**config.mk**
```make
export PLATFORM = sky130hd
export DESIGN_NAME = serial_pattern_generator
export DESIGN_NICKNAME = d
export VERILOG_FILES = /design/src/rtl/serial_pattern_generator.sv
export SDC_FILE = /design/constraint.sdc
export NUM_CORES = 1
export LEC_CHECK = 0
export ABC_CLOCK_PERIOD_IN_PS = 4100
export CAP_MARGIN = 20
export CORE_MARGIN = 4
export CORE_UTILIZATION = 25
export DETAILED_ROUTE_END_ITERATION = 8
export PLACE_DENSITY = 0.54
export SLEW_MARGIN = 30
export SYNTH_ARGS = -nofsm -noshare
export SYNTH_HDL_FRONTEND = slang
export SYNTH_SLANG_ARGS = --single-unit
```
**constraint.sdc**
```tcl
create_clock -name clk -period 4.1 [get_ports clk]
set_clock_uncertainty 0.1 [all_clocks]
set_input_delay 0.82 -clock clk [delete_from_list [all_inputs] [get_ports clk]]
set_output_delay 0.82 -clock clk [all_outputs]
set_load 0.02 [all_outputs]
```
**src/rtl/serial_pattern_generator.sv**
```systemverilog
// serial_pattern_generator: captures a pattern word on start and shifts it out
// MSB-first (bit [length-1] first), each bit held for a programmable number of
// clocks, with the whole pattern repeated repeat_cnt+1 times.
// Optional build macro PATTERN_GUARD_EN inserts a single guard bit (0, valid)
// between consecutive passes.
//
// state    | meaning
// ---------+-----------------------------------------------------------
// ST_IDLE  | waiting for start; ready=1
// ST_SHIFT | presenting pattern bits, one per bit period
// ST_GUARD | guard bit between passes (PATTERN_GUARD_EN builds only)
// ST_DONE  | single-cycle done pulse, then back to ST_IDLE
module serial_pattern_generator #(
   parameter int WIDTH = 8,
   parameter int LEN_W = 4,
   parameter int REP_W = 4,
   parameter int DIV_W = 8
) (
   input  logic             clk,
   input  logic             reset,
   input  logic             start,
   input  logic             abort,
   input  logic [WIDTH-1:0] pattern,
   input  logic [LEN_W-1:0] length,
   input  logic [REP_W-1:0] repeat_cnt,
   input  logic [DIV_W-1:0] bit_period,
   output logic             out_bit,
   output logic             out_valid,
   output logic             busy,
   output logic             done,
   output logic             ready
);

   typedef enum logic [1:0] {
      ST_IDLE  = 2'd0,
      ST_SHIFT = 2'd1,
      ST_DONE  = 2'd2
`ifdef PATTERN_GUARD_EN
      , ST_GUARD = 2'd3
`endif
   } state_t;

   state_t           state_q, state_d;
   logic [WIDTH-1:0] pat_q, pat_d;
   logic [LEN_W-1:0] len_q, len_d;
   logic [LEN_W-1:0] idx_q, idx_d;
   logic [REP_W-1:0] rep_q, rep_d;
   logic [DIV_W-1:0] per_q, per_d;
   logic [DIV_W-1:0] tmr_q, tmr_d;
   logic             out_bit_q, out_bit_d;
   logic             out_valid_q, out_valid_d;
   logic             busy_q, busy_d;
   logic             done_q, done_d;

   logic [LEN_W-1:0] len_eff;
   logic [DIV_W-1:0] per_m1;

   // Select bit i of a pattern word; a shift keeps the index width free.
   function automatic logic bit_at(input logic [WIDTH-1:0] v, input logic [LEN_W-1:0] i);
      logic [WIDTH-1:0] s;
      s = v >> i;
      return s[0];
   endfunction

   // Clamp the requested length to WIDTH; period 0 acts as 1 (reload value = period-1).
   always_comb begin
      len_eff = (length > LEN_W'(WIDTH)) ? LEN_W'(WIDTH) : length;
      per_m1  = (bit_period == '0) ? '0 : bit_period - DIV_W'(1);
   end

   // State register, captured configuration, bit timer and registered outputs.
   always_ff @(posedge clk) begin
      if (reset) begin
         state_q     <= ST_IDLE;
         pat_q       <= '0;
         len_q       <= '0;
         idx_q       <= '0;
         rep_q       <= '0;
         per_q       <= '0;
         tmr_q       <= '0;
         out_bit_q   <= 1'b0;
         out_valid_q <= 1'b0;
         busy_q      <= 1'b0;
         done_q      <= 1'b0;
      end else begin
         state_q     <= state_d;
         pat_q       <= pat_d;
         len_q       <= len_d;
         idx_q       <= idx_d;
         rep_q       <= rep_d;
         per_q       <= per_d;
         tmr_q       <= tmr_d;
         out_bit_q   <= out_bit_d;
         out_valid_q <= out_valid_d;
         busy_q      <= busy_d;
         done_q      <= done_d;
      end
   end

   // Next-state and next-output decode; outputs default to idle zeros.
   always_comb begin
      state_d     = state_q;
      pat_d       = pat_q;
      len_d       = len_q;
      idx_d       = idx_q;
      rep_d       = rep_q;
      per_d       = per_q;
      tmr_d       = tmr_q;
      out_bit_d   = 1'b0;
      out_valid_d = 1'b0;
      busy_d      = 1'b0;
      done_d      = 1'b0;

      case (state_q)
         ST_IDLE: begin
            if (start && !abort) begin
               pat_d = pattern;
               len_d = len_eff;
               rep_d = repeat_cnt;
               per_d = per_m1;
               tmr_d = per_m1;
               idx_d = len_eff - LEN_W'(1);
               if (len_eff == '0) begin
                  state_d = ST_DONE;
                  done_d  = 1'b1;
               end else begin
                  state_d     = ST_SHIFT;
                  out_bit_d   = bit_at(pattern, len_eff - LEN_W'(1));
                  out_valid_d = 1'b1;
                  busy_d      = 1'b1;
               end
            end
         end

         ST_SHIFT: begin
            if (abort) begin
               state_d = ST_IDLE;
            end else begin
               out_bit_d   = out_bit_q;
               out_valid_d = 1'b1;
               busy_d      = 1'b1;
               if (tmr_q != '0) begin
                  tmr_d = tmr_q - DIV_W'(1);
               end else begin
                  tmr_d = per_q;
                  if (idx_q != '0) begin
                     idx_d     = idx_q - LEN_W'(1);
                     out_bit_d = bit_at(pat_q, idx_q - LEN_W'(1));
                  end else if (rep_q != '0) begin
                     rep_d = rep_q - REP_W'(1);
`ifdef PATTERN_GUARD_EN
                     state_d   = ST_GUARD;
                     out_bit_d = 1'b0;
`else
                     idx_d     = len_q - LEN_W'(1);
                     out_bit_d = bit_at(pat_q, len_q - LEN_W'(1));
`endif
                  end else begin
                     state_d     = ST_DONE;
                     out_bit_d   = 1'b0;
                     out_valid_d = 1'b0;
                     busy_d      = 1'b0;
                     done_d      = 1'b1;
                  end
               end
            end
         end

`ifdef PATTERN_GUARD_EN
         ST_GUARD: begin
            if (abort) begin
               state_d = ST_IDLE;
            end else begin
               out_valid_d = 1'b1;
               busy_d      = 1'b1;
               if (tmr_q != '0) begin
                  tmr_d = tmr_q - DIV_W'(1);
               end else begin
                  tmr_d     = per_q;
                  idx_d     = len_q - LEN_W'(1);
                  out_bit_d = bit_at(pat_q, len_q - LEN_W'(1));
                  state_d   = ST_SHIFT;
               end
            end
         end
`endif

         ST_DONE: begin
            state_d = ST_IDLE;
         end

         default: begin
            state_d = ST_IDLE;
         end
      endcase
   end

   assign out_bit   = out_bit_q;
   assign out_valid = out_valid_q;
   assign busy      = busy_q;
   assign done      = done_q;
   assign ready     = (state_q == ST_IDLE);

endmodule

```
==> summary.txt <==
Outcome = complete, no violations
Final setup viols = 0
Pwr/cell area = 351 nW/um2
Hold Startpoint = per_q[5]$_SDFFE_PP0P_
First-pass GRT wire length = 11,600 um
Ys async rst share = 0
Compound-Gate Fraction of Synth Area = 0.218
VDD IR max = 0.147 mV
Worst setup EP type = flop
Syn Inst Count = 314
Layout area overhead = 22.3%
Placed Instances = 467
Total power draw = 1.11 mW
Synth Area in Adders = 0.0340
Worst slack, placed = 0.777 ns
Crit path buffers/inverters = 2
Crit Path Category = in2reg
Post-synth top flop = dfxtp_1
Register area share after synthesis = 0.319
Mux cell area share after synthesis = 0.0928
CTS tree = done
Worst slew margin = 0.427
Leakage = 1.10 nW
Final WL = 6790 um
Clock Sinks = 41
Average cell area after synthesis = 8.20 um2
Via density = 4.97
Antenna Nets Post-Route = 0
Gpl congestion = 0.817
IO Port Bufs = 32
Setup TNS = 0 ns
Cells on worst reg2reg path = 7
Die ar. = 12,000 um2
Routed wire length per instance = 14.3 um
WHS Path Cells = 2
Initial Util = 0.260
Global route total overflow = 0
WHS = 0.360 ns
Final hold viol count = 0
Initial antenna violation count = 0
Warning count from the yosys run = 0
TritonCTS buffer count = 5
Nets = 376
FF-to-FF Start = tmr_q[0]$_SDFFE_PP0P_
Largest net degree at the start of global routing = 22
Via count = 2,359
I/O pin total = 33
Share of cells above drive strength 1 = 0.102
Slew Viols, Final = 0
Hold Buf Count CTS = 0
Hold Path End = per_q[5]$_SDFFE_PP0P_
RSZ-0062 raised after global routing = no
Clock Path Buffers = 2
CP max FO = 6
Drt drc = 0
CP arrival = 3.09 ns
Yosys reg bits = 41
Slowest-stage cell, CP = mux4_2
Dpl cell area = 3030 um2
Final HPWL DP = 5150 um
Fmax = 0.335 GHz
Simple-gate share of the synthesized area = 0.263
Worst Max-Slew Pin Slew = 0.859 ns
Final worst-path cycle share = 0.729
H-tree depth = 2
Synthesized cell area = 2570 um2
Largest family of logic cells by synthesized area = simple AND/OR/NAND/NOR gates
Hold crit path type = reg2reg
Synth cell types = 56
DRT iter0 DRCs = 161
CTS clk-pin slew, worst paths = 0.09 ns
PostCTS Resize Cnt = 0
1st-pass router iterations = 4
Crit-path cells = clkdlybuf4s50_1 -> nor2b_1 -> inv_1 -> ha_1 -> mux4_2 -> mux2i_1 -> o32ai_1 -> a22o_1
CP startpoint kind = input pin
Top delay family on crit path = multiplexers
Finished Cell Area = 3150 um2
Worst setup margin = 1.11 ns
Die width = 109 um
Worst-Skew Late Latency = 0.30 ns
Inserted Diodes = 0
Max cap viols = 0
Core ar. = 9910 um2
CP peak stage delay = 0.50 ns
Number of synthesized flops with an enable pin = 0
DIE HEIGHT = 109 um
Register-to-register setup slack = 1.64 ns
Crit path required time = 4.20 ns
Tot GR Track Use = 0.122
Core Util, Final = 0.318
Xor/xnor share of the synthesized area = 0.0238
Root Driver = clkbuf_8
Buffer count from post-CTS setup fixing = 0
Vias in the first global route = 2,266
Worst reg2reg endpoint = tmr_q[2]$_SDFFE_PP0P_
Post-synthesis net count = 349
Non-Filler Instances = 475
Fin crit period = 2.99 ns
Rows = 36
layout by cell type, fill, tap and decap left out, types with 2 or more instances in the layout:
cell type / synthesis / routed
buf_4: 2 / 6
a221oi_1: 2 / 2
or4_1: 2 / 2
nor3b_1: 2 / 2
a21oi_1: 33 / 33
a211oi_1: 12 / 12
nor2b_1: 6 / 6
clkbuf_8: 0 / 5
a31oi_1: 2 / 2
or3b_1: 2 / 2
a311oi_1: 3 / 3
inv_1: 13 / 13
nor4_1: 4 / 3
clkdlybuf4s50_1: 0 / 32
nand2_1: 45 / 45
o21ai_1: 2 / 2
mux2_2: 2 / 2
nor2_1: 29 / 29
o41ai_1: 2 / 2
mux2i_1: 7 / 7
dfxtp_1: 41 / 41
or3_1: 3 / 3
nor4_4: 2 / 2
a21o_1: 2 / 2
nand2b_1: 7 / 7
o21ai_0: 8 / 8
xor2_1: 4 / 4
nor4bb_1: 2 / 2
o211ai_1: 5 / 5
xnor2_1: 3 / 3
nor3_1: 12 / 12
or4_4: 2 / 2
or3b_2: 2 / 2
mux4_2: 6 / 6
ha_1: 7 / 7
o31ai_1: 2 / 2
power by group:
group	internal [mW]	total (mW)	switching (mW)
Clock	0.182	0.340	0.157
Sequential	0.427	0.460	0.0340
Combinational	0.142	0.305	0.163
Total	0.751	1.11	0.354
metal layers:
layer	wire [um]	up-vias	track usage	share of wire
met2	2800	55	0.178	0.41
li1	-	1195	-	-
met5	0	-	0	0
met3	383	7	0.0223	0.056
met4	84	0	0.0303	0.012
met1	3520	1102	0.184	0.52
state kept, by name (all words and copies together), names as in the netlist, 2 cells and up:
signal,flops
idx_q,4
tmr_q,8
pat_q,8
state_q,2
per_q,8
len_q,4
rep_q,4
Yosys cell counts, types with 5 or more instances:
cell type / count / area [um2]
mux2i_1: 7 / 70.1
nor2b_1: 6 / 37.5
nor3_1: 12 / 60.1
o211ai_1: 5 / 37.5
inv_1: 13 / 48.8
a211oi_1: 12 / 90.1
dfxtp_1: 41 / 821
nand2b_1: 7 / 43.8
ha_1: 7 / 87.6
a21oi_1: 33 / 165
o21ai_0: 8 / 40.0
mux4_2: 6 / 135
nor2_1: 29 / 109
clkbuf_1: 12 / 45.0
nand2_1: 45 / 169
layout make-up:
class / count / area [um2]
fillers: 1072 / 6760
multi-input cells: 242 / 1630
flip-flops and latches: 41 / 821
repair buffers: 38 / 365
well taps: 133 / 166
clock buffers: 5 / 68.8
inverters: 13 / 48.8
clock inverters: 3 / 46.3
worst register-to-register path, stage by stage (launching register included):
cell and delay (ns):
dfxtp_1 0.38, inv_1 0.10, ha_1 0.22, nor3b_1 0.41, nand2_1 0.40, mux2_1 0.42, a211oi_1 0.24, nor3_1 0.07
how the worst max path moves through the flow:
stage                           endpoint  cells after the start       from
detailed placement  out_bit$_SDFFE_PP0N_                      8  length[3]
floorplan           out_bit$_SDFFE_PP0N_                      7  length[0]
finish              out_bit$_SDFFE_PP0N_                      8  length[3]
CTS                 out_bit$_SDFFE_PP0N_                      8  length[3]
global route        out_bit$_SDFFE_PP0N_                      8  length[3]
global placement    out_bit$_SDFFE_PP0N_                      8  length[3]
kinds of logic (layout without fill, tap and decap cells):
logic type	count (synthesis)	in the layout
compound gates	85	85
xor+xnor	7	7
fa+ha+maj	7	7
buf+inv	31	59
flops	41	41
mux	16	16
simple gates	127	127
Power figures use the tool's default switching activity.
